[src/rtl/sram_controller.sv]
// rtl/sram_controller.sv - 32-bit load/store bridge onto a 16-bit asynchronous SRAM; optional macro SRAM_ADDR_CHECK_EN
module sram_controller #(
  parameter int BASE_ADDR   = 1024,
  parameter int WAIT_CYCLES = 2
) (
  input  logic        clk,
  input  logic        rst,
  input  logic        wr_en,
  input  logic        rd_en,
  input  logic [31:0] address,
  input  logic [31:0] write_data,
  output logic [31:0] read_data,
  output logic        ready,
  output logic        addr_err,
  output logic [17:0] sram_addr,
  output logic [15:0] sram_dq_out,
  output logic        sram_dq_oe,
  input  logic [15:0] sram_dq_in,
  output logic        sram_we_n,
  output logic        sram_oe_n,
  output logic        sram_ce_n
);

  typedef enum logic [1:0] {IDLE, LOW, HIGH, DONE} state_t;

  localparam logic [3:0]  LAST_CNT = 4'(WAIT_CYCLES - 1);
  localparam logic [31:0] BASE     = 32'(BASE_ADDR);

  state_t      state;
  state_t      state_nxt;
  logic [3:0]  cnt;
  logic        is_wr;
  logic [16:0] idx;
  logic [31:0] wdata;
  logic [31:0] offset;
  logic        req;
  logic        last;
  logic        bad_req;

  assign req    = rd_en | wr_en;
  assign offset = address - BASE;
  assign last   = (cnt == LAST_CNT);

`ifdef SRAM_ADDR_CHECK_EN
  logic       bad;
  logic [1:0] unused_offset;

  // Below the data window, or beyond the 2^17-word SRAM, is rejected.
  assign bad_req       = (address < BASE) || (offset[31:19] != 13'd0);
  assign addr_err      = (state == DONE) && bad;
  assign unused_offset = offset[1:0];

  // Remember whether the accepted request was out of range.
  always_ff @(posedge clk) begin
    if (rst) begin
      bad <= 1'b0;
    end else if (state == IDLE && req) begin
      bad <= bad_req;
    end
  end
`else
  logic [14:0] unused_offset;

  // Without checking, the word index simply wraps modulo 2^17.
  assign bad_req       = 1'b0;
  assign addr_err      = 1'b0;
  assign unused_offset = {offset[31:19], offset[1:0]};
`endif

  // State register.
  always_ff @(posedge clk) begin
    if (rst) begin
      state <= IDLE;
    end else begin
      state <= state_nxt;
    end
  end

  // Wait counter restarts whenever the state changes, so LOW and HIGH each get WAIT_CYCLES cycles.
  always_ff @(posedge clk) begin
    if (rst) begin
      cnt <= 4'd0;
    end else if (state != state_nxt) begin
      cnt <= 4'd0;
    end else if (state == LOW || state == HIGH) begin
      cnt <= cnt + 4'd1;
    end
  end

  // Capture the request in IDLE; a simultaneous read and write is treated as a write.
  always_ff @(posedge clk) begin
    if (rst) begin
      is_wr <= 1'b0;
      idx   <= 17'd0;
      wdata <= 32'd0;
    end else if (state == IDLE && req) begin
      is_wr <= wr_en;
      idx   <= offset[18:2];
      wdata <= write_data;
    end
  end

  // Sample each read half on the final cycle of its phase, when the SRAM data has settled longest.
  always_ff @(posedge clk) begin
    if (rst) begin
      read_data <= 32'd0;
    end else if (!is_wr && last) begin
      if (state == LOW) begin
        read_data[15:0] <= sram_dq_in;
      end else if (state == HIGH) begin
        read_data[31:16] <= sram_dq_in;
      end
    end
  end

  // Next-state selection.
  always_comb begin
    state_nxt = state;
    case (state)
      IDLE: if (req) state_nxt = bad_req ? DONE : LOW;
      LOW:  if (last) state_nxt = HIGH;
      HIGH: if (last) state_nxt = DONE;
      DONE: state_nxt = IDLE;
      default: state_nxt = IDLE;
    endcase
  end

  // SRAM strobes and bus are decoded from the registered state so they stay glitch-free per phase.
  always_comb begin
    sram_ce_n   = 1'b1;
    sram_we_n   = 1'b1;
    sram_oe_n   = 1'b1;
    sram_dq_oe  = 1'b0;
    sram_dq_out = 16'd0;
    sram_addr   = 18'd0;
    if (state == LOW || state == HIGH) begin
      sram_ce_n = 1'b0;
      sram_addr = {idx, (state == HIGH)};
      if (is_wr) begin
        sram_we_n   = 1'b0;
        sram_dq_oe  = 1'b1;
        sram_dq_out = (state == HIGH) ? wdata[31:16] : wdata[15:0];
      end else begin
        sram_oe_n = 1'b0;
      end
    end
  end

  assign ready = (state == DONE) || (state == IDLE && !req);

endmodule

[config.mk]
export PLATFORM = sky130hd
export DESIGN_NAME = sram_controller
export DESIGN_NICKNAME = d
export VERILOG_FILES = /design/src/rtl/sram_controller.sv
export SDC_FILE = /design/constraint.sdc
export NUM_CORES = 1
export LEC_CHECK = 0
export ABC_AREA = 1
export ABC_CLOCK_PERIOD_IN_PS = 2700
export CORE_ASPECT_RATIO = 0.7
export CORE_MARGIN = 2
export CORE_UTILIZATION = 63
export CTS_CLUSTER_DIAMETER = 80
export CTS_CLUSTER_SIZE = 40
export DETAILED_ROUTE_END_ITERATION = 10
export DONT_BUFFER_PORTS = 1
export PLACE_DENSITY = 0.79
export SETUP_SLACK_MARGIN = 0.4
export SYNTH_ARGS = -nofsm -noshare
export SYNTH_HDL_FRONTEND = slang
export SYNTH_SLANG_ARGS = --single-unit
[constraint.sdc]
create_clock -name clk -period 2.7 [get_ports clk]
set_clock_uncertainty 0.1 [all_clocks]
set_input_delay 0.27 -clock clk [delete_from_list [all_inputs] [get_ports clk]]
set_output_delay 0.27 -clock clk [all_outputs]
set_load 0.03 [all_outputs]
* Word-level counts from Yosys, hierarchy flattened *
Cells that the tools add are included.

word-level totals
  register bits after elaboration = 88
  logic and storage cells = 41
  input port bits = 84
  output and inout bits = 72

operators by class
  eq/ne operators = 5
  multiplexer cells = 14
  bitwise logic cells = 2
  add/subtract/negate cells = 2
  reductions and logical operators = 11

operators with widths
  operator                number
  $mux 16                 3
  $sub 19x11->19 const B  1
  $mux 18                 1
  $pmux 2 s4              1
  $mux 1                  6
  $mux 2                  3
  $add 4x1->4 const B     1
  $eq 2x2->1 const B      2
  $eq 4x1->1 const B      1
  $logic_and 1x1->1       3
  $reduce_and 3->1        1
  $eq 2x1->1 const B      1
  $logic_not 1->1         2
  $logic_not 2->1         1
  $logic_or 1x1->1        2
  $ne 2x2->1              1
  $reduce_and 2->1        1
  $reduce_or 2->1         1
  $not 1->1               1
  $or 1x1->1              1

* Logic depth before layout (Yosys ltp) *
Gate-level depths: netlist of run 1.

  depth after elaboration = 5
  gate-level depth with buffers = 12
  gate-level depth less buffers = 12

* Least setup slack after synthesis of run 1 *
OpenSTA, ideal clock, no wires.

  kind = register to output
  start = register state[1]
  end = output port sram_dq_out[10]
  arrival = 2.219 ns
  stages on the path, launching flop included = 7
  buffers on the path = 2
  slack = 0.111 ns
  path through = dfxtp_1 inv_1 ha_1 clkbuf_1 nand2_1 clkbuf_1 nor3_1

on the way
  longest elaborated chain between the ends = 4

RTL lines
  what                    line      RTL
  start, declared         29        state_t state;
  start signal, assigned  75        state <= state_nxt;
  $eq 2x2->1              136, 142
  $mux 16                 142       sram_dq_out = (state == HIGH) ? wdata[31:16] : wdata[15:0];
  $mux 16                 139       if (is_wr) begin
  $mux 16 *               136       if (state == LOW || state == HIGH) begin
  end, declared           16        output logic [15:0] sram_dq_out,

Mark *: on every way between the ends. The rest lies on a longest branch, timed or not.

* Worst setup path in the final report of run 1 *
  start = register state[1]
  end = output port sram_oe_n

on the way
  longest elaborated chain between the ends = 3

RTL lines
  what                                      line  RTL
  $eq 2x1->1 or $eq 2x2->1 (tied branches)  136
  $logic_or 1x1->1 *                        136
  $mux 1 *                                  136
  end, declared                             20    output logic sram_oe_n,

Marked as above.

==> results of run 1 <==
[state kept, by name, summed over array words and instances, names as in the netlist]
name / count
cnt: 4
idx: 17
is_wr: 1
read_data: 32
state: 2
wdata: 32
[layout make-up]
cell class	instances	area, sq um	area share, %
sequential	88	1760	36.6
clock inverter	5	58.8	1.22
multi-input combinational	377	1860	38.6
inverter	41	156	3.24
timing repair buffer	80	763	15.8
tap	75	93.8	1.95
clock buffer	10	128	2.65
[power breakdown]
part           internal, mW  switching (mW)
clock network         0.423           0.448
registers              1.61           0.233
logic                 0.681            1.59
total                  2.72            2.27
[worst min-delay path by stage]
stage	start	endpoint	cells after the start
6_report	write_data[10]	wdata[10]	2
5_1_grt	write_data[22]	wdata[22]	2
4_1_cts	address[7]	idx[5]	2
3_5_place_dp	rst	read_data[10]	1
3_3_place_gp	rst	read_data[9]	1
2_1_floorplan	address[10]	idx[8]	1
[cell usage after synthesis, types with 2 or more instances]
master / count
a21oi_1: 23
buf_2: 5
xor2_1: 3
a31oi_1: 2
nand2_1: 58
clkbuf_1: 21
buf_4: 4
nand4_1: 3
nand2_2: 2
dfxtp_1: 88
ha_1: 9
inv_1: 38
nand3_1: 23
inv_2: 2
nor3_1: 15
o21ai_1: 4
nor2_1: 161
xnor2_1: 2
o21ai_0: 64
or2_2: 2
[stage by stage]
stage                     worst slack, ns  instance area, sq um
after floorplan                     0.270                  3890
after global placement              0.694                  4050
after detailed placement            0.612                  4050
after CTS                           0.403                  4760
after global routing                0.392                  4820
final                               0.483                  4820
[per-layer routing]
metal	wire length, microns	part of all wire (%)	vias to the layer above	global-route usage, %
met2	4910	47	173	49.8
met4	151	1.4	0	9.86
met3	898	8.6	17	8.17
li1	-	-	1821	-
met1	4460	43	1756	39.3
met5	0	0	-	0
[worst max-delay path: stages (launching register included)]
cell     delay [ns]
dfxtp_2        0.39
inv_2          0.09
ha_1           0.30
buf_4          0.27
inv_1          0.08
or2_2          0.37
[cell families after synthesis]
family / share of synthesized area [%]
AO/OA/AOI/OAI: 12.9
XOR/XNOR: 1.15
adder cells (fa/ha/maj): 2.96
buffers and inverters: 7.97
flip-flops: 46.4
other: 0.0987
AND/OR/NAND/NOR: 28.5
[what timing repair did]
item / CTS / global route
resized for setup: 3 / 18
pin swaps: 0 / 0
endpoints found under the setup margin: 17 / 18
buffers inserted: 0 / 0
endpoints found under the hold margin: 70 / 1
hold buffers: 51 / 1
==> results.py, run 1 <==
metrics = {
    "yosys": {
        "synth.cell_area_sq_um": 3800,
        "synth.distinct_cells": 29,
        "synthCells": 538,
        "synth_edf_count": 0,
        "avgSynthCellArea_sq_um": 7.06,
        "syn_nets": 631,
        "yosysWarnings": 0,
        "synth_area_leader_cell": "dfxtp_1",
        "async_flop_share_pct": 0,
        "ys_seq_area_share_pct": 46.4,
        "yosys.area.top_type_share_pct": 46.4,
        "ys_ff_latch": 88,
        "synth_area_leaders": "dfxtp_1, nor2_1, o21ai_0, nand2_1, inv_1",
        "synthFlopType": "dfxtp_1",
    },
    "drt": {
        "drtPass1Iterations": 5,
        "drc_errors": 0,
        "routedWlPerCell_microns": 15.4,
        "wl_microns": 10400,
        "postRouteAntennaNets": 0,
        "vias": 3767,
        "drt_iter0_drc": 210,
        "via_per_inst": 5.57,
    },
    "die": {
        "fp-row-count": 23,
        "core_area_sq_um": 5780,
        "start_util_pct": 65.7,
        "dieArea_sq_um": 6680,
        "ios": 156,
        "dieHeight_microns": 69.0,
        "dieWidth_microns": 96.8,
    },
    "grt": {
        "grt_max_degree": 49,
        "antenna_found_initial": 0,
        "grt.overflow.total": 0,
        "grt_pass1_vias": 3311,
        "grt_first_pass_wirelength_microns": 15900,
        "grtUsageTotal_pct": 30.1,
    },
    "timing": {
        "slew_violations": 0,
        "max_freq_ghz": 0.451,
        "finalSetupTns_ns": 0,
        "rsz0062_at_grt": "false",
        "finalCritPeriodShare_pct": 82.1,
        "slew_headroom_pct": 23.5,
        "setup_viol": 0,
        "hold_violations": 0,
        "worstMarginPinSlew_ns": 1.14,
        "fin_crit_ns": 2.22,
        "whs_ns": 0.0122,
    },
    "finish": {
        "drive_above_1_share_pct": 12.1,
        "final_common_cell": "nor2_1",
        "areaGrowthSynthToFinish_pct": 27.0,
        "instances_no_fill": 676,
        "insertedDiodeCount": 0,
        "post-route-util_pct": 83.4,
        "fin_nets": 690,
        "final_cell_mix": "nor2_1, dfxtp_1, o21ai_0",
        "fill_cells": 369,
    },
    "worst_setup_path": {
        "crit_start": "state[1]",
        "setup.worst_path.class": "reg -> out",
        "crit_required_ns": 2.33,
        "r2r_slack_ns": 0.53,
        "critPathCapture": "sram_oe_n",
        "arrival_ns": 1.85,
        "cp_max_fo": 23,
        "reg2reg_to": "read_data[10]",
        "r2r-start": "cnt[0]",
        "crit_path_start_kind": "flip-flop",
        "crit_path_end_kind": "primary output",
        "reg2regPathDepth": 8,
    },
    "clock_network": {
        "clock_sinks": 88,
        "cts_buffer_depth": 2,
        "cts_buffers": 9,
        "clk_latency_ns": 0.35,
        "cts_tree": "yes",
        "clock-root-buffer": "clkbuf_8",
        "cts.clk_slew.worst_paths_ns": 0.08,
        "cts_max_level": 3,
    },
    "power": {
        "irDropWorstVdd_v": 0.000694,
        "power_leakage_nw": 2.19,
        "powerDensity_nw_per_um2": 1030,
        "power_mw": 4.99,
    },
    "placed_design": {
        "dp_hpwl_microns": 6570,
        "gp_congestion": 0.872,
        "io_buffers": 0,
        "place_inst": 609,
    },
    "run": {
        "cap_violations": 0,
    },
    "status": {
        "status": "complete, no violations",
    },
    "min_path": {
        "hp-class": "in -> reg",
    },
}
Note: power is estimated with default switching activity, not from simulation.
==> inputs of run 2 (changes only) <==
ABC_CLOCK_PERIOD_IN_PS = 1800   (was 2700)
CORE_UTILIZATION = 56   (was 63)
PLACE_DENSITY = 0.74   (was 0.79)
clock period = 1.8 ns   (was 2.7 ns; I/O delays follow)
==> results.py, run 2 (same netlist as run 1, synthesis figures left out) <==
metrics = {
    "status": {
        "status": "finished with violations",
        "violations": "setup timing",
    },
    "drt": {
        "vias": 5068,
        "drtPass1Iterations": 6,
        "drt_iter0_drc": 706,
        "wl_microns": 19900,
        "postRouteAntennaNets": 0,
        "drc_errors": 0,
        "via_per_inst": 6.82,
        "routedWlPerCell_microns": 26.8,
    },
    "die": {
        "dieHeight_microns": 72.9,
        "dieArea_sq_um": 7470,
        "start_util_pct": 57.0,
        "dieWidth_microns": 102,
        "ios": 156,
        "core_area_sq_um": 6660,
        "fp-row-count": 25,
    },
    "clock_network": {
        "clock_sinks": 88,
        "clk_latency_ns": 0.37,
        "cts_buffers": 9,
        "cts_buffer_depth": 2,
        "cts_max_level": 3,
        "clock-root-buffer": "clkbuf_8",
        "cts.clk_slew.worst_paths_ns": 0.09,
        "cts_tree": "yes",
    },
    "power": {
        "pwr-share-seq_pct": 25.9,
        "irDropWorstVdd_v": 0.00116,
        "p_comb_share_pct": 59.7,
        "power_mw": 11.6,
        "p_sw_share_pct": 48.7,
        "clkPwrFrac_pct": 14.3,
        "p_int_mw": 5.94,
        "powerDensity_nw_per_um2": 1780,
        "power_leakage_nw": 2.62,
        "p_sw_mw": 5.64,
    },
    "worst_setup_path": {
        "arrival_ns": 1.73,
        "cp_max_fo": 7,
        "crit_start": "state[1]",
        "r2r-start": "state[1]",
        "crit_path_start_kind": "flip-flop",
        "crit_required_ns": 1.52,
        "crit_path_end_kind": "primary output",
        "critPathCapture": "sram_addr[15]",
        "reg2reg_to": "read_data[19]",
        "setup.worst_path.class": "reg -> out",
        "r2r_slack_ns": -0.21,
        "reg2regPathDepth": 10,
    },
    "timing": {
        "worstMarginPinSlew_ns": 1.08,
        "hold_violations": 0,
        "max_freq_ghz": 0.497,
        "setup_viol": 68,
        "rsz0062_at_grt": "true",
        "timing.final.ws_setup_ns": -0.214,
        "fin_crit_ns": 2.01,
        "slew_headroom_pct": 27.8,
        "finalCritPeriodShare_pct": 112,
        "slew_violations": 0,
    },
    "placed_design": {
        "place_inst": 624,
        "dp_hpwl_microns": 6480,
        "post-place-ws_ns": 0.0894,
        "gp_congestion": 0.859,
        "io_buffers": 0,
    },
    "finish": {
        "reg_top3": "read_data: 32 flops, wdata: 32 flops, idx: 17 flops",
        "drive_above_1_share_pct": 36.7,
        "final_common_cell": "nor2_1",
        "areaGrowthSynthToFinish_pct": 71.1,
        "instances_no_fill": 743,
        "fin_nets": 737,
        "seq_area_sq_um": 1770,
        "fill_cells": 93,
        "multiInputGateArea_sq_um": 2590,
        "insertedDiodeCount": 0,
        "final_cell_mix": "nor2_1, dfxtp_1, dlygate4sd3_1",
    },
    "grt": {
        "grt_pass1_vias": 3946,
        "grt_max_degree": 43,
        "grt.overflow.total": 0,
        "grtUsageTotal_pct": 32.9,
        "grt_first_pass_wirelength_microns": 19000,
        "antenna_found_initial": 0,
    },
    "min_path": {
        "hp-class": "in -> reg",
    },
    "run": {
        "cap_violations": 0,
    },
}
==> run 2: critical path, stage by stage, from the launching register on <==
cell	delay, ns
dfxtp_4	0.40
inv_4	0.05
ha_4	0.37
buf_6	0.17
clkbuf_16	0.17
nand2_2	0.09
inv_4	0.11
==> run 2: layer usage <==
| metal | track usage, % | vias up | part of all wire, % |
|---|---|---|---|
| li1 | - | 1934 | - |
| met1 | 38.6 | 2290 | 31 |
| met2 | 57.5 | 612 | 45 |
| met3 | 9.77 | 232 | 14 |
| met4 | 11.4 | 0 | 11 |
| met5 | 0 | - | 0 |
==> run 2: power by group through the flow <==
stage | Clock (mW) | Sequential (mW) | Combinational [mW]
after floorplan | 0 | 2.74 | 2.77
after global placement | 0 | 2.79 | 3.22
final | 1.66 | 3.00 | 6.91
after CTS | 1.61 | 2.78 | 4.27
after detailed placement | 0 | 2.81 | 3.31
after global routing | 1.70 | 3.01 | 7.17
==> run 2: timing repair <==
action,CTS,global route
buffers inserted,11,14
resized for setup,100,214
endpoints found under the setup margin,125,114
pin swaps,15,37
hold buffers,66,0
endpoints found under the hold margin,83,0
cloned,3,9
==> run 2: how the worst min path moves through the flow <==
stage | slack [ns] | to | startpoint | cells past startpoint
6_report | 0.06 | idx[12] | address[13] | 4
5_1_grt | 0.07 | idx[12] | address[13] | 4
4_1_cts | 0.001 | idx[13] | address[15] | 4
3_5_place_dp | 0.15 | state[1] | rst | 1
3_3_place_gp | 0.15 | state[1] | rst | 1
2_1_floorplan | 0.17 | idx[8] | address[10] | 1
==> run 2: through the flow <==
step / util [%] / cell area, sq um / TNS, ns / hold slack [ns]
after global placement: 62.9 / 4190 / 0 / 0.148
final: 97.6 / 6500 / -9.14 / 0.0617
after floorplan: - / 4040 / 0 / 0.170
after detailed placement: 62.9 / 4190 / 0 / 0.152
after CTS: 83.0 / 5530 / -3.99 / 0.00102
after global routing: 97.6 / 6500 / -11.30 / 0.0660
==> run 2: area by class of cell <==
class	count	area share [%]
Timing Repair inverter	1	0.250
Timing Repair Buffer	123	22.8
Clock buffer	11	2.33
Multi-Input combinational cell	380	39.8
Sequential cell	88	27.3
Tap cell	94	1.81
Inverter	41	4.33
Clock inverter	5	1.33
